===== src/rtl/hazard_ctrl.sv =====
// Stall/flush controller for the 5-stage LC-3b pipeline: load-use bubbles, split-memory waits, taken-branch flushes.
// Optional performance counters are built when HAZARD_PERF_EN is defined; otherwise they read as zero.
module hazard_ctrl #(
    parameter int CNT_W = 16
) (
    input  logic             clk,
    input  logic             reset,
    input  logic [2:0]       IF_ID_sr1,
    input  logic [2:0]       IF_ID_sr2,
    input  logic             IF_ID_uses_sr1,
    input  logic             IF_ID_uses_sr2,
    input  logic [2:0]       ID_EX_dest,
    input  logic             ID_EX_write,
    input  logic             ID_EX_mem_read,
    input  logic             imem_read,
    input  logic             imem_resp,
    input  logic             dmem_req,
    input  logic             dmem_resp,
    input  logic             branch_taken,
    input  logic             perf_clear,
    output logic             pc_load,
    output logic             IF_ID_load,
    output logic             ID_EX_load,
    output logic             EX_MEM_load,
    output logic             MEM_WB_load,
    output logic             ID_EX_bubble,
    output logic             IF_ID_flush,
    output logic             ID_EX_flush,
    output logic             EX_MEM_flush,
    output logic [CNT_W-1:0] lu_stall_cnt,
    output logic [CNT_W-1:0] mem_stall_cnt,
    output logic [CNT_W-1:0] flush_cnt
);

    localparam logic [2:0] MODE_RESET = 3'd0;
    localparam logic [2:0] MODE_WAIT  = 3'd1;
    localparam logic [2:0] MODE_FLUSH = 3'd2;
    localparam logic [2:0] MODE_LU    = 3'd3;
    localparam logic [2:0] MODE_RUN   = 3'd4;

    logic       imem_done_q, imem_done_d;
    logic       dmem_done_q, dmem_done_d;
    logic       lu_done_q, lu_done_d;
    logic       imem_ok_s, dmem_ok_s, advance_s, load_use_s;
    logic       sr1_hit_s, sr2_hit_s;
    logic [2:0] mode_s;

    assign imem_ok_s = !imem_read | imem_resp | imem_done_q;
    assign dmem_ok_s = !dmem_req  | dmem_resp | dmem_done_q;
    assign advance_s = imem_ok_s & dmem_ok_s;

    assign sr1_hit_s  = IF_ID_uses_sr1 & (ID_EX_dest == IF_ID_sr1);
    assign sr2_hit_s  = IF_ID_uses_sr2 & (ID_EX_dest == IF_ID_sr2);
    assign load_use_s = ID_EX_mem_read & ID_EX_write & (sr1_hit_s | sr2_hit_s);

    // Cycle classification; memory wait dominates, then branch flush, then load-use.
    always_comb begin
        mode_s = MODE_RUN;
        if (reset) begin
            mode_s = MODE_RESET;
        end else if (!advance_s) begin
            mode_s = MODE_WAIT;
        end else if (branch_taken) begin
            mode_s = MODE_FLUSH;
        end else if (load_use_s && !lu_done_q) begin
            mode_s = MODE_LU;
        end else begin
            mode_s = MODE_RUN;
        end
    end

    // Load enables, bubble and flush decode for the current cycle.
    always_comb begin
        pc_load      = 1'b0;
        IF_ID_load   = 1'b0;
        ID_EX_load   = 1'b0;
        EX_MEM_load  = 1'b0;
        MEM_WB_load  = 1'b0;
        ID_EX_bubble = 1'b0;
        IF_ID_flush  = 1'b0;
        ID_EX_flush  = 1'b0;
        EX_MEM_flush = 1'b0;
        case (mode_s)
            MODE_RESET, MODE_WAIT: begin
                pc_load = 1'b0;
            end
            MODE_FLUSH: begin
                pc_load      = 1'b1;
                IF_ID_load   = 1'b1;
                ID_EX_load   = 1'b1;
                EX_MEM_load  = 1'b1;
                MEM_WB_load  = 1'b1;
                IF_ID_flush  = 1'b1;
                ID_EX_flush  = 1'b1;
                EX_MEM_flush = 1'b1;
            end
            MODE_LU: begin
                ID_EX_load   = 1'b1;
                ID_EX_bubble = 1'b1;
                EX_MEM_load  = 1'b1;
                MEM_WB_load  = 1'b1;
            end
            MODE_RUN: begin
                pc_load     = 1'b1;
                IF_ID_load  = 1'b1;
                ID_EX_load  = 1'b1;
                EX_MEM_load = 1'b1;
                MEM_WB_load = 1'b1;
            end
            default: begin
                pc_load = 1'b0;
            end
        endcase
    end

    // Remember a response that arrived while the other memory side was still busy.
    always_comb begin
        imem_done_d = imem_done_q;
        dmem_done_d = dmem_done_q;
        lu_done_d   = lu_done_q;
        case (mode_s)
            MODE_RESET: begin
                imem_done_d = 1'b0;
                dmem_done_d = 1'b0;
                lu_done_d   = 1'b0;
            end
            MODE_WAIT: begin
                imem_done_d = imem_done_q | (imem_read & imem_resp);
                dmem_done_d = dmem_done_q | (dmem_req & dmem_resp);
            end
            MODE_LU: begin
                imem_done_d = 1'b0;
                dmem_done_d = 1'b0;
                lu_done_d   = 1'b1;
            end
            MODE_FLUSH, MODE_RUN: begin
                imem_done_d = 1'b0;
                dmem_done_d = 1'b0;
                lu_done_d   = 1'b0;
            end
            default: begin
                imem_done_d = 1'b0;
                dmem_done_d = 1'b0;
                lu_done_d   = 1'b0;
            end
        endcase
    end

    // Hazard flag registers.
    always_ff @(posedge clk) begin
        if (reset) begin
            imem_done_q <= 1'b0;
            dmem_done_q <= 1'b0;
            lu_done_q   <= 1'b0;
        end else begin
            imem_done_q <= imem_done_d;
            dmem_done_q <= dmem_done_d;
            lu_done_q   <= lu_done_d;
        end
    end

`ifdef HAZARD_PERF_EN
    logic [CNT_W-1:0] lu_cnt_q, lu_cnt_d;
    logic [CNT_W-1:0] mem_cnt_q, mem_cnt_d;
    logic [CNT_W-1:0] flush_cnt_q, flush_cnt_d;

    function automatic logic [CNT_W-1:0] sat_inc(input logic [CNT_W-1:0] v);
        logic [CNT_W-1:0] one;
        one = {{(CNT_W-1){1'b0}}, 1'b1};
        if (&v) begin
            return v;
        end else begin
            return v + one;
        end
    endfunction

    // Saturating increments for the stall/flush cycle just classified.
    always_comb begin
        lu_cnt_d    = lu_cnt_q;
        mem_cnt_d   = mem_cnt_q;
        flush_cnt_d = flush_cnt_q;
        case (mode_s)
            MODE_LU:    lu_cnt_d    = sat_inc(lu_cnt_q);
            MODE_WAIT:  mem_cnt_d   = sat_inc(mem_cnt_q);
            MODE_FLUSH: flush_cnt_d = sat_inc(flush_cnt_q);
            default:    lu_cnt_d    = lu_cnt_q;
        endcase
    end

    // Counter registers; clear wins over a same-cycle increment.
    always_ff @(posedge clk) begin
        if (reset || perf_clear) begin
            lu_cnt_q    <= {CNT_W{1'b0}};
            mem_cnt_q   <= {CNT_W{1'b0}};
            flush_cnt_q <= {CNT_W{1'b0}};
        end else begin
            lu_cnt_q    <= lu_cnt_d;
            mem_cnt_q   <= mem_cnt_d;
            flush_cnt_q <= flush_cnt_d;
        end
    end

    assign lu_stall_cnt  = lu_cnt_q;
    assign mem_stall_cnt = mem_cnt_q;
    assign flush_cnt     = flush_cnt_q;
`else
    logic unused_perf_clear_s;
    assign unused_perf_clear_s = perf_clear;

    assign lu_stall_cnt  = {CNT_W{1'b0}};
    assign mem_stall_cnt = {CNT_W{1'b0}};
    assign flush_cnt     = {CNT_W{1'b0}};
`endif

endmodule

===== config.mk =====
export PLATFORM = sky130hd
export DESIGN_NAME = hazard_ctrl
export DESIGN_NICKNAME = d
export VERILOG_FILES = /design/src/rtl/hazard_ctrl.sv
export SDC_FILE = /design/constraint.sdc
export NUM_CORES = 1
export LEC_CHECK = 0
export CORE_MARGIN = 2
export CORE_UTILIZATION = 24
export CTS_CLUSTER_SIZE = 28
export DETAILED_ROUTE_END_ITERATION = 6
export PLACE_DENSITY = 0.79
export SETUP_SLACK_MARGIN = 0.2
export SLEW_MARGIN = 0
export SYNTH_ARGS = -nofsm -noshare
export SYNTH_HDL_FRONTEND = slang
export SYNTH_SLANG_ARGS = --single-unit

===== constraint.sdc =====
create_clock -name clk -period 1.4 [get_ports clk]
set_clock_uncertainty 0.15 [all_clocks]
set_input_delay 0.28 -clock clk [delete_from_list [all_inputs] [get_ports clk]]
set_output_delay 0.28 -clock clk [all_outputs]
set_load 0.05 [all_outputs]

==> key figures, run 1 <==
STA
  • Final critical-path setup slack: -0.3597 ns
  • Hold slack: 0.3279 ns
  • Final hold viol count: 0
  • Final slew viol count: 0
  • Crit path time final: 1.760 ns
  • Tcrit/Tclk final: 125.7%
  • Final setup TNS: -2.950 ns
  • RSZ-0062 raised after global routing: yes
  • Fmax: 0.5683 GHz
  • Final setup viols: 9

Critical path
  • CP Cell Sequence: nor2_2 > a22o_4 > nor2_4 > and2_4 > buf_12
  • CP peak stage delay: 0.32 ns
  • WP data arrival: 1.33 ns
  • Critical path type: reg2out
  • Worst-case reg-to-reg path depth: 6
  • R2r setup slk: 0.14 ns
  • CP Launch Type: flip-flop
  • Crit-path slowest cell: dfxtp_2
  • Crit path capture type: primary output
  • R2R Path Start: dmem_done_q
  • CP max FO: 3
  • Critical Path RT: 0.97 ns
  • FF-to-FF End: lu_done_q

GRT
  • Global route overflow: 0
  • Vias in the first global route: 410
  • Initial antenna violation count: 0
  • First-pass GRT wire length: 1794 µm
  • Pin count of the biggest net entering global routing: 4
  • All-Layer GR Usage: 7.811%

Run
  • Max cap viols: 0

Worst hold path
  • Hold Crit Endpoint: dmem_done_q
  • Hold path cells: 3
  • HP Start: dmem_resp
  • Worst hold path type: in2reg

Floorplan
  • DIE AREA: 3110 µm²
  • Die height: 55.77 µm
  • # IOs: 78
  • Starting Density: 25.73%
  • Row count: 18
  • Die X: 55.77 µm
  • Core ar.: 2500 µm²

Yosys
  • FF+latch count, synth: 3
  • Syn. warnings: 0
  • Avg Inst Size Synth: 7.748 µm²
  • Syn Std Cell Area: 643.1 µm²
  • Cells after synthesis: 83
  • Seq/Total Area, Yosys: 9.339%
  • Yosys cell types: 15

Route
  • Drt first pass iters: 2
  • Via count: 500
  • Residual DRC: 0
  • Post-route antenna net violation count: 0
  • Vias per inst: 3.356
  • Post-Route WL: 1272 µm
  • Drt initial violations: 2
  • Drt wl/cell: 8.537 µm

Placed design
  • DPL Wire Length: 1061 µm
  • IO buf count: 28
  • RD Place Congestion: 0.6979

Final layout
  • Most common cell after layout, fill and taps aside: conb_1
  • Layout cells sized above 1: 38.66%
  • Total inserted antenna cells: 0
  • Most frequent cells in the layout: conb_1, dlygate4sd2_1, buf_12, buf_4, buf_2
  • Area growth syn-to-layout: 52.14%
  • Nets: 141
  • Layout Utilization: 39.14%

Pwr
  • PwrDens: 811.6 nW/µm²
  • Tot Pwr: 794.1 µW
  • Leakage dissipation: 0.0004952 µW
  • VDD IR-drop max: 441.5 µV

Clock tree
  • Worst-path clk slew: 0.03 ns
  • Clock Latency Late Sink: 0.23 ns
  • Num CTS Buffers: 3
  • Hold Buf Count CTS: 0
  • TritonCTS clock tree: yes
  • Clk buf depth: 2
  • Htree depth: 1
  • CTS Root Cell: clkbuf_4
  • CTS Sinks: 3

Run status
  • Status: finished, violations left
  • Violated checks: setup timing
Yosys cell counts:
library cell  count  share of area [%]
buf_4            53                 62
xnor2_1           6                8.2
nor3_1            4                3.1
a21oi_1           3                2.3
dfxtp_1           3                9.3
and2_1            2                1.9
and4_4            2                3.5
nand2_1           2                1.2
nor2_1            2                1.2
a22o_1            1                1.4
a22oi_2           1                1.9
conb_1            1               0.58
nor2_2            1               0.97
o211ai_1          1                1.2
o21ai_2           1                1.4
critical path, delay by kind of cell, from the launching register on:
kind	cells	cell delay [ns]
buffers and inverters	1	0.14
AOI/OAI and AO/OA	1	0.27
and+or+nand+nor	3	0.36
DFF	1	0.32
state kept, by name, indices dropped and copies added (netlist names):
register and flops:
dmem_done_q 1, lu_done_q 1, imem_done_q 1
power breakdown:
part | switching (µW) | internal [µW] | total [µW] | leakage, µW
registers | 1.66 | 88.5 | 90.2 | 0.0000248
clock network | 40.3 | 107 | 147 | 0.0000150
logic | 410 | 147 | 557 | 0.000455
metal layers:
layer  GRT usage (%)  vias up  wire [µm]
li1                -      238          -
met1           6.732      214        322
met2           13.78       46        733
met3           2.791        2        191
met4           7.317        0         25
met5               0        -          0
how the worst max path moves through the flow:
stage,startpoint,end
floorplan,dmem_done_q,ID_EX_flush
global placement,ID_EX_dest[2],ID_EX_bubble
detailed placement,ID_EX_dest[2],ID_EX_bubble
CTS,dmem_done_q,ID_EX_flush
global route,dmem_done_q,ID_EX_bubble
finish,dmem_done_q,ID_EX_flush
through the flow:
| step | cells | setup WS [ns] | cell area, µm² |
|---|---|---|---|
| 2_1_floorplan | 130 | -0.4938 | 860.8 |
| 6_report | 149 | -0.3597 | 978.4 |
| 4_1_cts | 148 | -0.3670 | 964.7 |
| 3_3_place_gp | 143 | -0.6515 | 908.4 |
| 5_1_grt | 149 | -0.4114 | 978.4 |
| 3_5_place_dp | 143 | -0.6797 | 908.4 |
timing repair:
item | CTS | global route
endpoints found under the setup margin | 12 | 12
resized for setup | 51 | 2
setup buffers | 1 | 1
pin swaps | 16 | 2
layout make-up:
cell class	instances	area, µm²
Multi-Input combinational cell	74	445.4
Timing Repair Buffer	38	407.9
Fill cell	257	1521
Tap cell	30	37.54
Sequential cell	3	61.31
Clock buffer	4	26.28
logic make-up (layout without fill, tap and decap cells):
logic type	count (synthesis)	in the layout	synth area share, %
buf+inv	53	42	61.87
simple gates	13	13	11.87
compound gates	7	7	8.171
xor+xnor	6	6	8.171
flops	3	3	9.339
other cells	1	48	0.5831
Note: power is estimated with default switching activity, not from simulation.
==> inputs of run 2 (changes only) <==
PLACE_DENSITY = default   (was 0.79)
PLACE_DENSITY_LB_ADDON = 0.05   (was default)
==> run 2 against run 1 <==
Net effect: the run still ends with setup timing left; clock power barely moved; combinational power is 2% lower; clock-buffer cell count stayed put; fmax increased by 1.1%; total power down 0.94%; final cell count decreased by 1.3%; via count fell by 4.4%; non-clock buffer count decreased by 2; worst setup slack better by 0.019 ns; sequential power about the same; global-route usage fell by 1.3 points; flip-flop and latch count stayed put; largest power group unchanged.
==> key figures, run 2 (same netlist as run 1, synthesis figures left out) <==
Final layout
  • Area growth syn-to-layout: 48.05%
  • Design area: 952.2 µm²
  • Most common cell after layout, fill and taps aside: conb_1
  • Layout cells sized above 1: 41.03%
  • Layout Utilization: 38.09%
  • Biggest regs: dmem_done_q: 1 flops, imem_done_q: 1 flops, lu_done_q: 1 flops
  • Most frequent cells in the layout: conb_1, buf_2, buf_12
  • Area of the multi-input gates: 450.4 µm²
  • Fillcell total: 272
  • FF/Latch Area: 62.56 µm²
  • Nets: 139
  • Total inserted antenna cells: 0

Clock tree
  • Num CTS Buffers: 3
  • Hold Buf Count CTS: 0
  • CTS Sinks: 3
  • Worst-path clk slew: 0.04 ns
  • Clk buf depth: 2
  • Clock Latency Late Sink: 0.23 ns
  • Htree depth: 1
  • TritonCTS clock tree: yes
  • CTS Root Cell: clkbuf_4

Route
  • Vias per inst: 3.252
  • Post-route antenna net violation count: 0
  • Via count: 478
  • Post-Route WL: 1122 µm
  • Drt wl/cell: 7.633 µm
  • Residual DRC: 0
  • Drt initial violations: 2
  • Drt first pass iters: 2

Pwr
  • PwrDens: 826.2 nW/µm²
  • Leakage dissipation: 0.0004833 µW
  • VDD IR-drop max: 366.2 µV

Placed design
  • DPL Wire Length: 1033 µm
  • Placed Area: 900.9 µm²
  • IO buf count: 28
  • Post-place setup slack: -0.6570 ns
  • RD Place Congestion: 0.6538

Floorplan
  • Core ar.: 2500 µm²
  • Die height: 55.77 µm
  • Row count: 18
  • # IOs: 78
  • Starting Density: 25.73%
  • DIE AREA: 3110 µm²
  • Die X: 55.77 µm

GRT
  • Vias in the first global route: 392
  • Global route overflow: 0
  • Initial antenna violation count: 0
  • First-pass GRT wire length: 1600 µm
  • Pin count of the biggest net entering global routing: 4
  • All-Layer GR Usage: 6.500%

STA
  • RSZ-0062 raised after global routing: yes
  • Final slew viol count: 0
  • Final hold viol count: 0
  • Fmax: 0.5745 GHz
  • Tcrit/Tclk final: 124.3%
  • Final critical-path setup slack: -0.3405 ns
  • Final setup viols: 9
  • Crit path time final: 1.741 ns

Run status
  • Violated checks: setup timing
  • Status: finished, violations left

Critical path
  • WP data arrival: 1.31 ns
  • Crit path capture type: primary output
  • Worst setup startpoint: dmem_done_q
  • CP Launch Type: flip-flop
  • Critical Path RT: 0.97 ns
  • CP peak stage delay: 0.32 ns
  • Critical path type: reg2out
  • R2R Path Start: dmem_done_q
  • Crit-path slowest cell: dfxtp_2
  • R2r setup slk: 0.26 ns
  • CP max FO: 3
  • CP Cell Sequence: nor2_2 > a22o_4 > nor2_4 > and2_4 > buf_12

Worst hold path
  • HP Start: lu_done_q
  • Worst hold path type: reg2reg

Run
  • Max cap viols: 0
run 2: layout make-up:
type	instances	area share, %
multi-input combinational	74	47.31
tap	30	3.942
sequential	3	6.570
timing repair buffer	36	39.42
clock buffer	4	2.760
run 2: critical path, delay by kind of cell, from the launching register on:
family / cells / cell delay (ns)
compound gates: 1 / 0.27
flops: 1 / 0.32
simple gates: 3 / 0.35
buf+inv: 1 / 0.14
run 2: path summary, 6_finish.rpt:
kind,end,cells past startpoint
worst max-delay path,EX_MEM_flush,5
worst min-delay path,lu_done_q,2
worst max register to register,lu_done_q,5
worst min register to register,lu_done_q,2
run 2: through the flow:
step	TNS [ns]	power, µW	cells	hold slack, ns
CTS	-3.032	789.1	147	0.3375
global route	-3.421	824.8	147	0.3539
global placement	-6.239	635.2	142	0.2948
detailed placement	-6.203	633.9	142	0.3005
floorplan	-2.920	603.1	130	0.1991
finish	-2.861	786.7	147	0.3319
run 2: routing by layer:
layer	GRT usage [%]	vias up	routed length [µm]
met5	0	-	0
met3	0.9302	0	182
met1	8.380	199	389
met4	5.226	0	0
met2	9.524	45	550
li1	-	234	-
run 2: where the power goes:
part / internal [µW] / total, µW / switching [µW]
Clock: 107 / 150 / 42.9
Sequential: 88.7 / 90.5 / 1.83
Combinational: 141 / 547 / 406
run 2: timing repair:
| action | in CTS | in global routing |
|---|---|---|
| endpoints found under the setup margin | 12 | 11 |
| pin swaps | 14 | 1 |
| resized for setup | 54 | 4 |
| gates cloned | 0 | 0 |
| setup buffers | 1 | 0 |
| hold endpoints to repair | 0 | 0 |
==> inputs of run 3 (changes only) <==
CAP_MARGIN = 30   (was default)
GPL_TIMING_DRIVEN = 0   (was default)
PLACE_DENSITY_LB_ADDON = 0.15   (was 0.05)
==> run 3 against run 2 <==
Net effect: the flow still finishes with violations (setup timing); hold slack got worse by 0.014 ns; critical path depth grew 1; sequential share of layout area is 2.0 points lower; via count is 34% higher; fmax fell by 5.4%; total power rose by 15%; die area unchanged; first-iteration DRC count unchanged; flip-flop and latch count is the same; clock power is 5% higher; cell area rose by 41%; utilization is 16 points higher; critical endpoint is now IF_ID_flush.
==> key figures, run 3 (same netlist as run 1, synthesis figures left out) <==
Run status
  • Status: finished, violations left
  • Violated checks: setup timing

GRT
  • First-pass GRT wire length: 2332 µm
  • Met3 Resource Use GR: 0.9302%
  • Global-route track usage on met2: 18.88%
  • Initial antenna violation count: 0
  • GR Util met1: 8.647%
  • GR peak layer: met2
  • Vias in the first global route: 601
  • All-Layer GR Usage: 9.528%
  • Global route overflow: 0
  • Pin count of the biggest net entering global routing: 6

Critical path
  • R2r setup slk: -0.20 ns
  • Critical path type: reg2out
  • FF-to-FF End: lu_done_q
  • WP data arrival: 1.41 ns
  • R2R Path Start: lu_done_q
  • CP max FO: 4
  • CP Launch Type: flip-flop
  • Worst-case reg-to-reg path depth: 9
  • Critical Path RT: 0.97 ns
  • Crit path capture type: primary output

Worst hold path
  • Hold path cells: 2
  • HP Start: lu_done_q
  • Hold Crit Endpoint: lu_done_q
  • Worst hold path type: reg2reg

Route
  • Post-Route WL: 1467 µm
  • Via count: 640
  • Vias per inst: 3.168
  • Post-route antenna net violation count: 0
  • Drt wl/cell: 7.262 µm
  • Residual DRC: 0
  • Drt first pass iters: 2
  • Drt initial violations: 2

Final layout
  • Layout cells sized above 1: 52.91%
  • Nets: 194
  • Most frequent cells in the layout: buf_4, conb_1, dlygate4sd2_1
  • Area growth syn-to-layout: 108.6%
  • Biggest regs: dmem_done_q: 1 flops, imem_done_q: 1 flops, lu_done_q: 1 flops
  • FF/Latch Area: 61.31 µm²
  • Most common cell after layout, fill and taps aside: buf_4
  • Area of the multi-input gates: 401.6 µm²
  • Total inserted antenna cells: 0
  • Fillcell total: 249
  • Post-Layout Cell Count: 202
  • Layout Utilization: 53.65%

STA
  • RSZ-0062 raised after global routing: yes
  • Final critical-path setup slack: -0.4398 ns
  • Final slew viol count: 0
  • Final setup viols: 10
  • Tcrit/Tclk final: 131.4%
  • Crit path time final: 1.840 ns
  • Final hold viol count: 0
  • Fmax: 0.5435 GHz

Clock tree
  • CTS Root Cell: clkbuf_4
  • Htree depth: 1
  • Clk buf depth: 2
  • CTS Sinks: 3
  • Clock Latency Late Sink: 0.24 ns
  • Num CTS Buffers: 3
  • Worst-path clk slew: 0.04 ns
  • TritonCTS clock tree: yes

Floorplan
  • Starting Density: 25.73%
  • Core ar.: 2500 µm²
  • Row count: 18
  • Die X: 55.77 µm
  • Die height: 55.77 µm
  • # IOs: 78
  • DIE AREA: 3110 µm²

Pwr
  • VDD IR-drop max: 361.9 µV
  • Leakage dissipation: 0.0007629 µW
  • PwrDens: 672.7 nW/µm²

Run
  • Max cap viols: 0

Placed design
  • IO buf count: 28
  • RD Place Congestion: 0.7306
  • Post-place setup slack: -1.392 ns
  • DPL Wire Length: 1212 µm
  • Placed Cells: 188
[run 3: changes by cell type in the layout (fill, tap and decap cells not counted), moves of 3 or more]
cell,change
buf_12,-9
buf_2,-9
buf_4,+49
buf_6,+5
buf_8,+10
clkdlybuf4s15_1,+4
clkdlybuf4s15_2,+3
dlygate4sd2_1,+3
[run 3: critical path, cell delays in order (launching register included)]
cell and delay [ns]:
dfxtp_2 0.32, nor2_2 0.04, a22o_1 0.26, nor2_4 0.13, and2_4 0.19, buf_8 0.09
buf_8 0.13
[run 3: how the worst max path moves through the flow]
stage,startpoint,end,slack (ns),cells past startpoint
floorplan,dmem_done_q,ID_EX_flush,-0.49,5
global placement,dmem_resp,IF_ID_flush,-1.37,7
detailed placement,dmem_resp,IF_ID_flush,-1.39,7
CTS,dmem_done_q,ID_EX_flush,-0.46,6
global route,dmem_done_q,ID_EX_flush,-0.50,6
finish,dmem_done_q,IF_ID_flush,-0.44,6
[run 3: layout make-up]
type / instances / area share (%)
multi-input combinational: 74 / 29.94
sequential: 3 / 4.571
buffer: 53 / 31.90
tap: 30 / 2.798
clock buffer: 4 / 1.959
timing repair buffer: 38 / 28.82
[run 3: what timing repair did]
item,in CTS,in global routing
setup endpoints to repair,10,10
pin swaps,16,1
buffers inserted,10,0
hold buffers,0,0
gates resized for setup,104,3
[run 3: metrics by stage]
step	hold WS [ns]	setup TNS (ns)	instance area, µm²	power, µW
finish	0.3181	-3.777	1341	902.3
global route	0.3656	-4.469	1341	946.7
CTS	0.3233	-3.902	1326	896.1
detailed placement	0.3061	-11.96	1179	701.6
global placement	0.2944	-11.75	1179	699.3
floorplan	0.1991	-2.920	860.8	603.1
[run 3: where the power goes]
| part | internal, µW | leakage (µW) | total [µW] | switching (µW) |
|---|---|---|---|---|
| clock | 107 | 0.0000150 | 158 | 50.5 |
| combinational | 236 | 0.000723 | 655 | 419 |
| sequential | 88.4 | 0.0000248 | 90.0 | 1.56 |
[run 3: routing by layer]
metal | share of wire, % | up-vias | wire length (µm)
li1 | - | 343 | -
met1 | 29 | 251 | 428
met2 | 58 | 44 | 852
met3 | 11 | 2 | 167
met4 | 1.3 | 0 | 19
met5 | 0 | - | 0
